===== config.mk =====
export PLATFORM = sky130hd
export DESIGN_NAME = inverse_transformation
export DESIGN_NICKNAME = d
export VERILOG_FILES = /design/src/rtl/transform_pkg.sv /design/src/rtl/adder.sv /design/src/rtl/multiplier.sv /design/src/rtl/inverse_transformation.sv
export SDC_FILE = /design/constraint.sdc
export NUM_CORES = 2
export LEC_CHECK = 0
export BUFFER_PORTS_ARGS = -buffer_cell sky130_fd_sc_hd__buf_2
export CAP_MARGIN = 20
export CORE_ASPECT_RATIO = 1.5
export CORE_UTILIZATION = 59
export CTS_CLUSTER_DIAMETER = 100
export DETAILED_ROUTE_END_ITERATION = 12
export PLACE_DENSITY = 0.77
export REMOVE_ABC_BUFFERS = 1
export SKIP_LAST_GASP = 1
export SYNTH_ARGS = -nofsm -noshare
export SYNTH_HDL_FRONTEND = slang
export SYNTH_SLANG_ARGS = --single-unit

===== constraint.sdc =====
create_clock -name clk_in -period 15.66 [get_ports clk_in]
set_input_delay 2.349 -clock clk_in [delete_from_list [all_inputs] [get_ports clk_in]]
set_output_delay 2.349 -clock clk_in [all_outputs]
set_load 0.02 [all_outputs]

===== src/rtl/transform_pkg.sv =====
// Shared definitions for the forward/inverse view transforms.
// Contents: float constants, FSM state encodings, sign flip, 32-step sin/cos
// lookup and a small float rounding/packing helper used by the float IP models.
package transform_pkg;

    localparam logic [31:0] FP_ONE       = 32'h3f80_0000;
    localparam logic [31:0] FP_ZERO      = 32'h0000_0000;
    localparam logic [31:0] DIST_DEFAULT = 32'h3f80_0000;

    localparam int unsigned STATE_W = 3;
    localparam logic [STATE_W-1:0] ST_FLUSH = 3'd0;
    localparam logic [STATE_W-1:0] ST_IDLE  = 3'd1;
    localparam logic [STATE_W-1:0] ST_MUL   = 3'd2;
    localparam logic [STATE_W-1:0] ST_ADD   = 3'd3;
    localparam logic [STATE_W-1:0] ST_DONE  = 3'd4;

    // Negation by sign-bit flip only.
    function automatic logic [31:0] fneg(input logic [31:0] v);
        return {~v[31], v[30:0]};
    endfunction

    // sin(k * 11.25 deg) for k = 0..8 (first quadrant).
    function automatic logic [31:0] sin_quarter(input logic [3:0] k);
        logic [31:0] v;
        case (k)
            4'd0:    v = FP_ZERO;
            4'd1:    v = 32'h3e47_c5c2;
            4'd2:    v = 32'h3ec3_ef15;
            4'd3:    v = 32'h3f0e_39da;
            4'd4:    v = 32'h3f35_04f3;
            4'd5:    v = 32'h3f54_db31;
            4'd6:    v = 32'h3f6c_835e;
            4'd7:    v = 32'h3f7b_14be;
            default: v = FP_ONE;
        endcase
        return v;
    endfunction

    // Full-turn sine by quadrant folding; zeros stay +0.
    function automatic logic [31:0] sin_lut(input logic [4:0] idx);
        logic [3:0]  k;
        logic [31:0] v;
        k = idx[3] ? (4'd8 - {1'b0, idx[2:0]}) : {1'b0, idx[2:0]};
        v = sin_quarter(k);
        if (idx[4] && (v != FP_ZERO)) v = fneg(v);
        return v;
    endfunction

    // cos(x) = sin(x + 90 deg); the 5-bit add wraps at a full turn.
    function automatic logic [31:0] cos_lut(input logic [4:0] idx);
        return sin_lut(idx + 5'd8);
    endfunction

    // Round-to-nearest-even and pack. n = {frac[22:0], guard, round, sticky}.
    function automatic logic [31:0] fp_pack(input logic s, input logic [8:0] e,
                                            input logic [25:0] n);
        logic [23:0] m;
        logic [8:0]  ex;
        logic        up;
        ex = e;
        up = n[2] & (n[1] | n[0] | n[3]);
        m  = {1'b0, n[25:3]} + 24'(up);
        if (m[23]) begin
            ex = ex + 9'd1;
            m  = 24'd0;
        end
        if (ex >= 9'd255) return {s, 8'hff, 23'd0};
        if (ex == 9'd0)   return {s, 31'd0};
        return {s, ex[7:0], m[22:0]};
    endfunction

endpackage


===== src/rtl/adder.sv =====
// Single-precision float adder model with a fixed-latency valid pipeline.
// No reset: stale contents must be drained by the user.
// Ports: clk_i; a_valid_i/a_i, b_valid_i/b_i operands; res_valid_o/res_o result.
module adder
    import transform_pkg::*;
#(
    parameter int unsigned LATENCY = 2
) (
    input  logic        clk_i,
    input  logic        a_valid_i,
    input  logic [31:0] a_i,
    input  logic        b_valid_i,
    input  logic [31:0] b_i,
    output logic        res_valid_o,
    output logic [31:0] res_o
);

    logic [LATENCY-1:0]       vld_q;
    logic [LATENCY-1:0][31:0] dat_q;

    // Three guard bits on alignment; exact cancellation yields +0.
    function automatic logic [31:0] fp_add(input logic [31:0] a, input logic [31:0] b);
        logic [31:0] big;
        logic [31:0] sml;
        logic [7:0]  d;
        logic [26:0] mb;
        logic [26:0] ms;
        logic [26:0] diff;
        logic [27:0] sum;
        int          lead;
        int          lz;
        if (a[30:23] == 8'd0) return b;
        if (b[30:23] == 8'd0) return a;
        if (a[30:0] >= b[30:0]) begin
            big = a;
            sml = b;
        end else begin
            big = b;
            sml = a;
        end
        d  = big[30:23] - sml[30:23];
        mb = {1'b1, big[22:0], 3'b000};
        ms = (d > 8'd26) ? 27'd0 : ({1'b1, sml[22:0], 3'b000} >> d);
        if (big[31] == sml[31]) begin
            sum = {1'b0, mb} + {1'b0, ms};
            return fp_pack(big[31], {1'b0, big[30:23]} + 9'(sum[27]),
                           sum[27] ? sum[26:1] : sum[25:0]);
        end
        diff = mb - ms;
        if (diff == 27'd0) return FP_ZERO;
        lead = 0;
        for (int i = 0; i < 27; i++) begin
            if (diff[i]) lead = i;
        end
        lz = 26 - lead;
        if (lz >= int'(big[30:23])) return {big[31], 31'd0};
        return fp_pack(big[31], {1'b0, big[30:23]} - 9'(lz), 26'(diff << lz));
    endfunction

    always_ff @(posedge clk_i) begin
        vld_q[0] <= a_valid_i & b_valid_i;
        dat_q[0] <= fp_add(a_i, b_i);
        for (int i = 1; i < int'(LATENCY); i++) begin
            vld_q[i] <= vld_q[i-1];
            dat_q[i] <= dat_q[i-1];
        end
    end

    assign res_valid_o = vld_q[LATENCY-1];
    assign res_o       = dat_q[LATENCY-1];

endmodule


===== src/rtl/multiplier.sv =====
// Single-precision float multiplier model with a fixed-latency valid pipeline.
// No reset: stale contents must be drained by the user.
// Ports: clk_i; a_valid_i/a_i, b_valid_i/b_i operands; res_valid_o/res_o result.
module multiplier
    import transform_pkg::*;
#(
    parameter int unsigned LATENCY = 3
) (
    input  logic        clk_i,
    input  logic        a_valid_i,
    input  logic [31:0] a_i,
    input  logic        b_valid_i,
    input  logic [31:0] b_i,
    output logic        res_valid_o,
    output logic [31:0] res_o
);

    logic [LATENCY-1:0]       vld_q;
    logic [LATENCY-1:0][31:0] dat_q;

    // Denormal inputs are treated as zero; no NaN special-casing.
    function automatic logic [31:0] fp_mul(input logic [31:0] a, input logic [31:0] b);
        logic        s;
        logic [47:0] p;
        logic [46:0] pn;
        logic [9:0]  e;
        s = a[31] ^ b[31];
        if ((a[30:23] == 8'd0) || (b[30:23] == 8'd0)) return {s, 31'd0};
        p  = {24'd0, 1'b1, a[22:0]} * {24'd0, 1'b1, b[22:0]};
        pn = p[47] ? p[46:0] : {p[45:0], 1'b0};
        e  = 10'(a[30:23]) + 10'(b[30:23]) + 10'(p[47]);
        if (e <= 10'd127) return {s, 31'd0};
        if (e >= 10'd382) return {s, 8'hff, 23'd0};
        return fp_pack(s, 9'(e - 10'd127), {pn[46:23], pn[22], |pn[21:0]});
    endfunction

    always_ff @(posedge clk_i) begin
        vld_q[0] <= a_valid_i & b_valid_i;
        dat_q[0] <= fp_mul(a_i, b_i);
        for (int i = 1; i < int'(LATENCY); i++) begin
            vld_q[i] <= vld_q[i-1];
            dat_q[i] <= dat_q[i-1];
        end
    end

    assign res_valid_o = vld_q[LATENCY-1];
    assign res_o       = dat_q[LATENCY-1];

endmodule


===== src/rtl/inverse_transformation.sv =====
// View-space to world-space point transform: y -= DIST, then inverse yaw
// rotation about y, sequenced through one shared float multiplier and adder.
// Ports: clk_in, rst_in (sync, active high); yaw/pos/valid_in request;
// ready_out accept window; valid_out one-cycle pulse with new_pos result.
module inverse_transformation
    import transform_pkg::*;
#(
    parameter logic [31:0] DIST         = DIST_DEFAULT,
    parameter int unsigned FLUSH_CYCLES = 16
) (
    input  logic             clk_in,
    input  logic             rst_in,
    input  logic [4:0]       yaw,
    input  logic [3:0][31:0] pos,
    input  logic             valid_in,
    output logic             ready_out,
    output logic             valid_out,
    output logic [3:0][31:0] new_pos
);

    localparam int unsigned CNT_W = $clog2(FLUSH_CYCLES + 1);

    logic [STATE_W-1:0] state_q, state_d;
    logic [CNT_W-1:0]   cnt_q, cnt_d;
    logic [1:0]         idx_q, idx_d;
    logic               issued_q, issued_d;
    logic               ready_q, ready_d;
    logic               valid_q, valid_d;
    logic [3:0][31:0]   new_pos_q, new_pos_d;
    logic               mul_valid_q, mul_valid_d;
    logic               add_valid_q, add_valid_d;

    logic [3:0][31:0]   pos_q, pos_d;
    logic [31:0]        sin_q, sin_d;
    logic [31:0]        cos_q, cos_d;
    logic [3:0][31:0]   m_q, m_d;
    logic [1:0][31:0]   r_q, r_d;
    logic [31:0]        mul_a_q, mul_a_d, mul_b_q, mul_b_d;
    logic [31:0]        add_a_q, add_a_d, add_b_q, add_b_d;

    logic               mul_res_valid, add_res_valid;
    logic [31:0]        mul_res, add_res;

    multiplier #(.LATENCY(3)) u_mul (
        .clk_i       (clk_in),
        .a_valid_i   (mul_valid_q),
        .a_i         (mul_a_q),
        .b_valid_i   (mul_valid_q),
        .b_i         (mul_b_q),
        .res_valid_o (mul_res_valid),
        .res_o       (mul_res)
    );

    adder #(.LATENCY(2)) u_add (
        .clk_i       (clk_in),
        .a_valid_i   (add_valid_q),
        .a_i         (add_a_q),
        .b_valid_i   (add_valid_q),
        .b_i         (add_b_q),
        .res_valid_o (add_res_valid),
        .res_o       (add_res)
    );

    // Next-state and datapath: each op issues for one cycle, then waits for its result.
    always_comb begin
        state_d     = state_q;
        cnt_d       = cnt_q;
        idx_d       = idx_q;
        issued_d    = issued_q;
        valid_d     = 1'b0;
        new_pos_d   = new_pos_q;
        mul_valid_d = 1'b0;
        add_valid_d = 1'b0;
        pos_d       = pos_q;
        sin_d       = sin_q;
        cos_d       = cos_q;
        m_d         = m_q;
        r_d         = r_q;
        mul_a_d     = mul_a_q;
        mul_b_d     = mul_b_q;
        add_a_d     = add_a_q;
        add_b_d     = add_b_q;

        case (state_q)
            ST_FLUSH: begin
                // IP outputs ignored here: stale results from before reset drain out.
                if (cnt_q == CNT_W'(FLUSH_CYCLES - 1)) state_d = ST_IDLE;
                else                                   cnt_d   = cnt_q + CNT_W'(1);
            end
            ST_IDLE: begin
                if (valid_in && ready_q) begin
                    pos_d    = pos;
                    sin_d    = sin_lut(yaw);
                    cos_d    = cos_lut(yaw);
                    idx_d    = 2'd0;
                    issued_d = 1'b0;
                    state_d  = ST_MUL;
                end
            end
            ST_MUL: begin
                if (!issued_q) begin
                    mul_valid_d = 1'b1;
                    issued_d    = 1'b1;
                    case (idx_q)
                        2'd0:    begin mul_a_d = pos_q[0]; mul_b_d = cos_q; end
                        2'd1:    begin mul_a_d = pos_q[2]; mul_b_d = sin_q; end
                        2'd2:    begin mul_a_d = pos_q[0]; mul_b_d = sin_q; end
                        default: begin mul_a_d = pos_q[2]; mul_b_d = cos_q; end
                    endcase
                end else if (mul_res_valid) begin
                    m_d[idx_q] = mul_res;
                    issued_d   = 1'b0;
                    if (idx_q == 2'd3) begin
                        idx_d   = 2'd0;
                        state_d = ST_ADD;
                    end else begin
                        idx_d = idx_q + 2'd1;
                    end
                end
            end
            ST_ADD: begin
                if (!issued_q) begin
                    add_valid_d = 1'b1;
                    issued_d    = 1'b1;
                    case (idx_q)
                        2'd0:    begin add_a_d = m_q[0];   add_b_d = fneg(m_q[1]); end
                        2'd1:    begin add_a_d = m_q[2];   add_b_d = m_q[3];       end
                        default: begin add_a_d = pos_q[1]; add_b_d = fneg(DIST);   end
                    endcase
                end else if (add_res_valid) begin
                    issued_d = 1'b0;
                    if (idx_q == 2'd2) begin
                        // Result registered on entry to DONE so valid_out lines up with DONE.
                        new_pos_d = {pos_q[3], r_q[1], add_res, r_q[0]};
                        valid_d   = 1'b1;
                        idx_d     = 2'd0;
                        state_d   = ST_DONE;
                    end else begin
                        r_d[idx_q[0]] = add_res;
                        idx_d         = idx_q + 2'd1;
                    end
                end
            end
            ST_DONE: begin
                state_d = ST_IDLE;
            end
            default: begin
                state_d = ST_FLUSH;
                cnt_d   = '0;
            end
        endcase

        ready_d = (state_d == ST_IDLE);
    end

    // Control state with synchronous reset.
    always_ff @(posedge clk_in) begin
        if (rst_in) begin
            state_q     <= ST_FLUSH;
            cnt_q       <= '0;
            idx_q       <= 2'd0;
            issued_q    <= 1'b0;
            ready_q     <= 1'b0;
            valid_q     <= 1'b0;
            new_pos_q   <= '0;
            mul_valid_q <= 1'b0;
            add_valid_q <= 1'b0;
        end else begin
            state_q     <= state_d;
            cnt_q       <= cnt_d;
            idx_q       <= idx_d;
            issued_q    <= issued_d;
            ready_q     <= ready_d;
            valid_q     <= valid_d;
            new_pos_q   <= new_pos_d;
            mul_valid_q <= mul_valid_d;
            add_valid_q <= add_valid_d;
        end
    end

    // Operand and temporary registers; only meaningful under the control state.
    always_ff @(posedge clk_in) begin
        pos_q   <= pos_d;
        sin_q   <= sin_d;
        cos_q   <= cos_d;
        m_q     <= m_d;
        r_q     <= r_d;
        mul_a_q <= mul_a_d;
        mul_b_q <= mul_b_d;
        add_a_q <= add_a_d;
        add_b_q <= add_b_d;
    end

    assign ready_out = ready_q;
    assign valid_out = valid_q;
    assign new_pos   = new_pos_q;

endmodule


# After elaboration in Yosys (flattened, before gate mapping)
# Memories as Yosys holds them, arrays and structs flattened.
# Cells that the tools add are included.
# totals
register_bits	820
latchBits	0
ram_bits	0
romBits	480
inputBits	136
output_inout_bits	130
wordCells	325
memories	2
# op_classes
addsub	20
multipliers	1
n_div	0
magnitude_cmp	12
n_eq_ne	16
shift	2
muxes	183
bitwise	19
n_reduce_logical	35
# memory_table
name	depth	word_bits	rd	rd_clocked_by_memory_dff	write_ports	line_no	text
(no name shown)	8	30	1	0	0	transform_pkg.sv:25	case (k)
(no name shown)	8	30	1	0	0	transform_pkg.sv:25	
# ops
operator	n
$mux 32	50
$bwmux 128	1
$pmux 32 s2	2
$mux 9	14
$add 23x1->24	3
$mux 23	3
$bwmux 64	1
$demux 32 s2	1
$reduce_bool 32->1	2
$mux 1	60
$mux 5	12
$mul 24x24->48	1
$mux 47	1
$mux 4	10
$mux 3	12
$demux 32 s1	1
$ge 32x9->1	1
$logic_not 8->1	4
$shl 27x32->26	1
$sub 6x32->32 const A	1
$ge 31x31->1	1
$add 27x27->28	1
$add 9x1->9 const B	3
$ge 9x8->1 const B	3
other kinds (53)	99

# Depth between registers and ports, before layout
# logic_depth
ltp_word	71
mapped_depth	59

# Modules after synthesis
# A second synthesis with hierarchy kept.
# unflattened
hier_cells	6487
hier_area_um2	61652.9
# modules_own_cells
mod	instances	cells_each	area_per_inst_um2
multiplier	1	2746	23996.8
inverse_transformation	1	1512	22322.7
adder	1	2229	15333.5

# Least setup slack after synthesis
# Ideal clock, no wire load.
# synth_path
kind	register to register
startpoint	register mul_b_q[20]
endpoint	register u_mul.dat_q[12] in the netlist's numbering
t_arrival_ns	11.905
required_ns	15.594
setup_slack_ns	3.689
stages_incl_launch_ff	48
path_buffers	4
synth_period_minus_slack_ns	11.971
cell_sequence	edfxtp_1 > clkbuf_1 > and2_1 > fa_1 > inv_1 > fa_1 > inv_1 > fa_1 > ha_1 > fa_1 > inv_1 > fa_1 > fa_1 > inv_1 > ha_1 > a21oi_1 > o21bai_1 > a21oi_1 > [12 not listed] > clkinv_1 > clkbuf_1 > clkbuf_1 > fa_1 > fa_1 > xnor2_1 > ha_1 > nor2b_1 > nand3_1 > xor2_1 > nor2_1 > and2_1 > nand4_1 > nor2_1 > o31ai_1 > nand4_1 > clkbuf_1 > nor2_1
# synth_between
elab_chain_cells	22
word_cells_on_any_way	41
# synth_lines
item	line_no	text
start, declared	inverse_transformation.sv:38	logic [31:0] mul_a_q, mul_a_d, mul_b_q, mul_b_d;
start signal, assigned	inverse_transformation.sv:189	mul_b_q <= mul_b_d;
$mul 24x24->48 *	multiplier.sv:29	p = {24'd0, 1'b1, a[22:0]} * {24'd0, 1'b1, b[22:0]};
branches (longest 19 deep; another with $add 9x1->10)	n/a	
$mux 32 *	multiplier.sv:33	if (e >= 10'd382) return {s, 8'hff, 23'd0};
$mux 32 *	multiplier.sv:29	
end signal, assigned by index	multiplier.sv:42	dat_q[i] <= dat_q[i-1];
end, declared	multiplier.sv:19	logic [LATENCY-1:0][31:0] dat_q;
# Every way passes the cells marked *. The select of a mux whose other input is x is not followed.
# A chain may end at the register's enable or synchronous reset.

# Worst setup path after layout
# layout_path
startpoint	register add_a_q[10]
endpoint	register u_add.dat_q[18] in the netlist's numbering
# layout_between
elab_chain_cells	65
word_cells_on_any_way	125
# layout_lines
item	line_no	text
start, declared	inverse_transformation.sv:39	logic [31:0] add_a_q, add_a_d, add_b_q, add_b_d;
start signal, assigned	inverse_transformation.sv:190	add_a_q <= add_a_d;
branches (longest 62 deep; another with $ge 31x31->1)	n/a	
$mux 32 *	adder.sv:49	diff = mb - ms;
$mux 32 *	adder.sv:34	if (a[30:0] >= b[30:0]) begin
$mux 32 *	adder.sv:33	if (b[30:23] == 8'd0) return a;
end signal, assigned by index	adder.sv:65	dat_q[i] <= dat_q[i-1];
end, declared	adder.sv:19	logic [LATENCY-1:0][31:0] dat_q;
# Marked as above.

==> impl_results.md <==
* Status: finished, final reports clean
* Mapped Avg Cell Area at a little under 10 um^2
* Final setup margin at 1.74 ns
* Critical path arrival at 14.49 ns
* Most frequent cells after synthesis: nand2_1 (899), inv_1 (681), edfxtp_1 (488)
* Clock transition at path regs at about 0.06 ns
* CTS Sinks at around 800
* Post-place instance area at 0.0610 mm^2
* Tightest Hold Check Type: flip-flop to flip-flop
* Setup TNS at 0 ns
* Seq/Total Area, Yosys at approximately 36%
* DRT antenna net count at 0
* Placeable Area at slightly below 0.1 mm^2
* Site Rows at between 100 and 150
* Vias at 45600
* Residual overflow from global routing at 0
* RSZ-0062 raised after global routing: no
* Pins Over Slew Limit at 0
* Minimum clock period after layout at 13.92 ns
* Hold_buf cts at 0
* Fillers at between 7000 and 8000
* Initial antenna violation count at 7
* Drt total wl at between 150000 and 200000 um
* Worst VDD drop at roughly 0.094 mV
* Main synth FF type: edfxtp_1
* First-pass GRT wire length at between 200000 and 300000 um
* Worst Clk Skew at 0.0433 ns
* Iteration-0 DRC Markers at 3730
* Leak at about 27 nW
* Bufs on Longest Clock Path at 3
* Final Setup Violations at 0
* Share of layout cells above drive strength 1 at 10.7%
* Die area at between 0.1 and 0.15 mm^2
* Cell area after layout at 0.0635 mm^2
* Post-layout power at 4.09 mW
* Area delta synth->final at 8.70%
* Number of max-cap violations at 0
* Initial Util at a little under 60%
* Total I/O pin count at 266
* Leading area contributor after synthesis: edfxtp_1
* H-tree levels at 3
* Setup crit end kind: flip-flop
* CTS tree: done
* Buffers on Ports at approximately 270
* Dpl hpwl at between 100000 and 150000 um
* Tcrit/Tclk final at just under 90%
* Drc violations at 0
* Synth Register Bits at 796
* Final core utilization at between 60 and 70%
* Largest net degree at the start of global routing at 95
* Slew HR at about 15%
* Required time worst endpoint at 16.22 ns
* Fin nets at ~7000
* Cells after synthesis at 5982
* Via/cell ratio at around 6.1
* Die width at between 200 and 300 um
* Tot GR Track Use at a little over a third
* YS warnings at 0
* Power Density at about 64 mW/mm^2
* Worst path slowest cell: and2_1
* Synth unique cells at roughly 120
* Post-synth EDFFs at ~500
* Top cell type's share of synthesized area at around 25%
* Die Span Y at 387 um
* PostCTS Resize Cnt at 0
* RePlAce Congestion at 1.08
* Ys async rst share at 0%
* Crit-path max cell delay at 0.68 ns
* Post-CTS setup repair buffer count at 0
* Inserted Clock Buffers at between 70 and 80
* Final Hold Vio Count at 0
* CTS Root Cell: clkbuf_16
* Clk_lat worst skew at ~0.67 ns
* CP startpoint kind: flip-flop
* Mapped cell area at around 0.058 mm^2
* CP max FO at 21
* Slew @ Worst Pin at 1.28 ns
* Max Clk Rate at slightly above 70 MHz
* CP Class: flip-flop to flip-flop
* WL/cell at about 24 um
* Pre-CTS WS at 1.80 ns
* Ranking of synthesized cells by area: edfxtp_1 (25%), fa_1 (17%), dfxtp_1 (11%)
* CP dominant cell by count: o21ai_0
* Vias in the first global route at between 40000 and 50000
* Most common cell in the netlist: nand2_1
* Initial DRT Pass Iterations at 8
## where the power goes
| part | switching, mW | total, mW | internal (mW) |
|---|---|---|---|
| registers | 0.00252 | 2.21 | 2.21 |
| logic | 0.0465 | 0.0754 | 0.0289 |
| clock network | 0.805 | 1.80 | 0.997 |
## layer usage
layer	vias up	track usage, %	wire, um	share of wire (%)
li1	20700	-	-	-
met2	1920	62.5	90800	51
met3	707	4.83	9610	5.4
met4	2	31.3	18200	10
met5	-	0	11	0.0062
met1	22300	35.9	58300	33
## final timing paths
| check | from | end | slack, ns | cells past startpoint |
|---|---|---|---|---|
| min | u_mul.dat_q[50] | u_mul.res_o[18] | 0.31 | 0 |
| max reg2reg | add_a_q[10] | u_add.dat_q[18] | 1.74 | 45 |
| max | add_a_q[10] | u_add.dat_q[18] | 1.74 | 45 |
| min reg2reg | u_mul.dat_q[50] | u_mul.res_o[18] | 0.31 | 0 |
## per-stage QoR
step | std cells | hold slack, ns
floorplan | 5696 | 0.310
global route | 7480 | 0.322
finish | 7485 | 0.314
detailed placement | 7342 | 0.312
global placement | 7338 | 0.310
CTS | 7476 | 0.318
## state kept, by name (all words and copies together) (netlist names), 32 cells and up
signal       count
mul_a_q         32
u_mul.dat_q     64
add_a_q         32
r_q             64
m_q            128
add_b_q         32
u_mul.res_o     32
pos_q          128
u_add.res_o     32
new_pos        128
u_add.dat_q     32
## cell type report
class / instances / area (um^2) / area share (%)
multi-input combinational: 4210 / 34000 / 53.5
inverter: 690 / 2600 / 4.10
clock buffer: 107 / 2090 / 3.30
clock inverter: 27 / 340 / 0.536
antenna: 5 / 12.5 / 0.0197
tap: 1287 / 1610 / 2.53
sequential: 796 / 20800 / 32.8
timing repair buffer: 363 / 2070 / 3.26
## worst max-delay path, delay by kind of cell, from the launching register on
kind                       cells  cell delay [ns]
adders and majority gates      5             1.68
DFF                            1             0.47
muxes                          1             0.36
buffers and inverters          2             0.14
xor gates and xnor gates       2             0.48
AOI/OAI and AO/OA             20             5.99
and+or+nand+nor               15             4.66
## cells in the final DEF (no fill, tap or decap), types with 39 or more instances in the layout
| master | instances |
|---|---|
| nor3_1 | 88 |
| edfxtp_1 | 488 |
| nand3_1 | 91 |
| nand2_1 | 897 |
| inv_1 | 679 |
| and2_1 | 257 |
| o21bai_1 | 45 |
| mux2i_1 | 98 |
| buf_4 | 95 |
| fa_1 | 486 |
| xor2_1 | 67 |
| o211ai_1 | 45 |
| nor2_1 | 263 |
| buf_2 | 265 |
| o21ai_0 | 154 |
| o22ai_1 | 60 |
| a211oi_1 | 55 |
| a21oi_1 | 389 |
| ha_1 | 304 |
| nand4_1 | 39 |
| dfxtp_1 | 308 |
| xnor2_1 | 122 |
| a22oi_1 | 45 |
| nor4_1 | 42 |
| or3_1 | 39 |
| mux2_2 | 71 |
| a21o_1 | 51 |
| clkbuf_16 | 77 |
## cell families (layout without fill, tap and decap cells)
logic type | count (synthesis) | after routing | synth area share [%]
flops | 796 | 796 | 35.6
simple gates | 1907 | 1907 | 15.5
other cells | 2 | 11 | 0.0129
xor+xnor | 193 | 193 | 2.94
fa+ha+maj | 793 | 793 | 23.2
compound gates | 1128 | 1128 | 12.7
mux | 183 | 183 | 3.55
buf+inv | 980 | 1187 | 6.40
(Power assumes the default switching activity.)
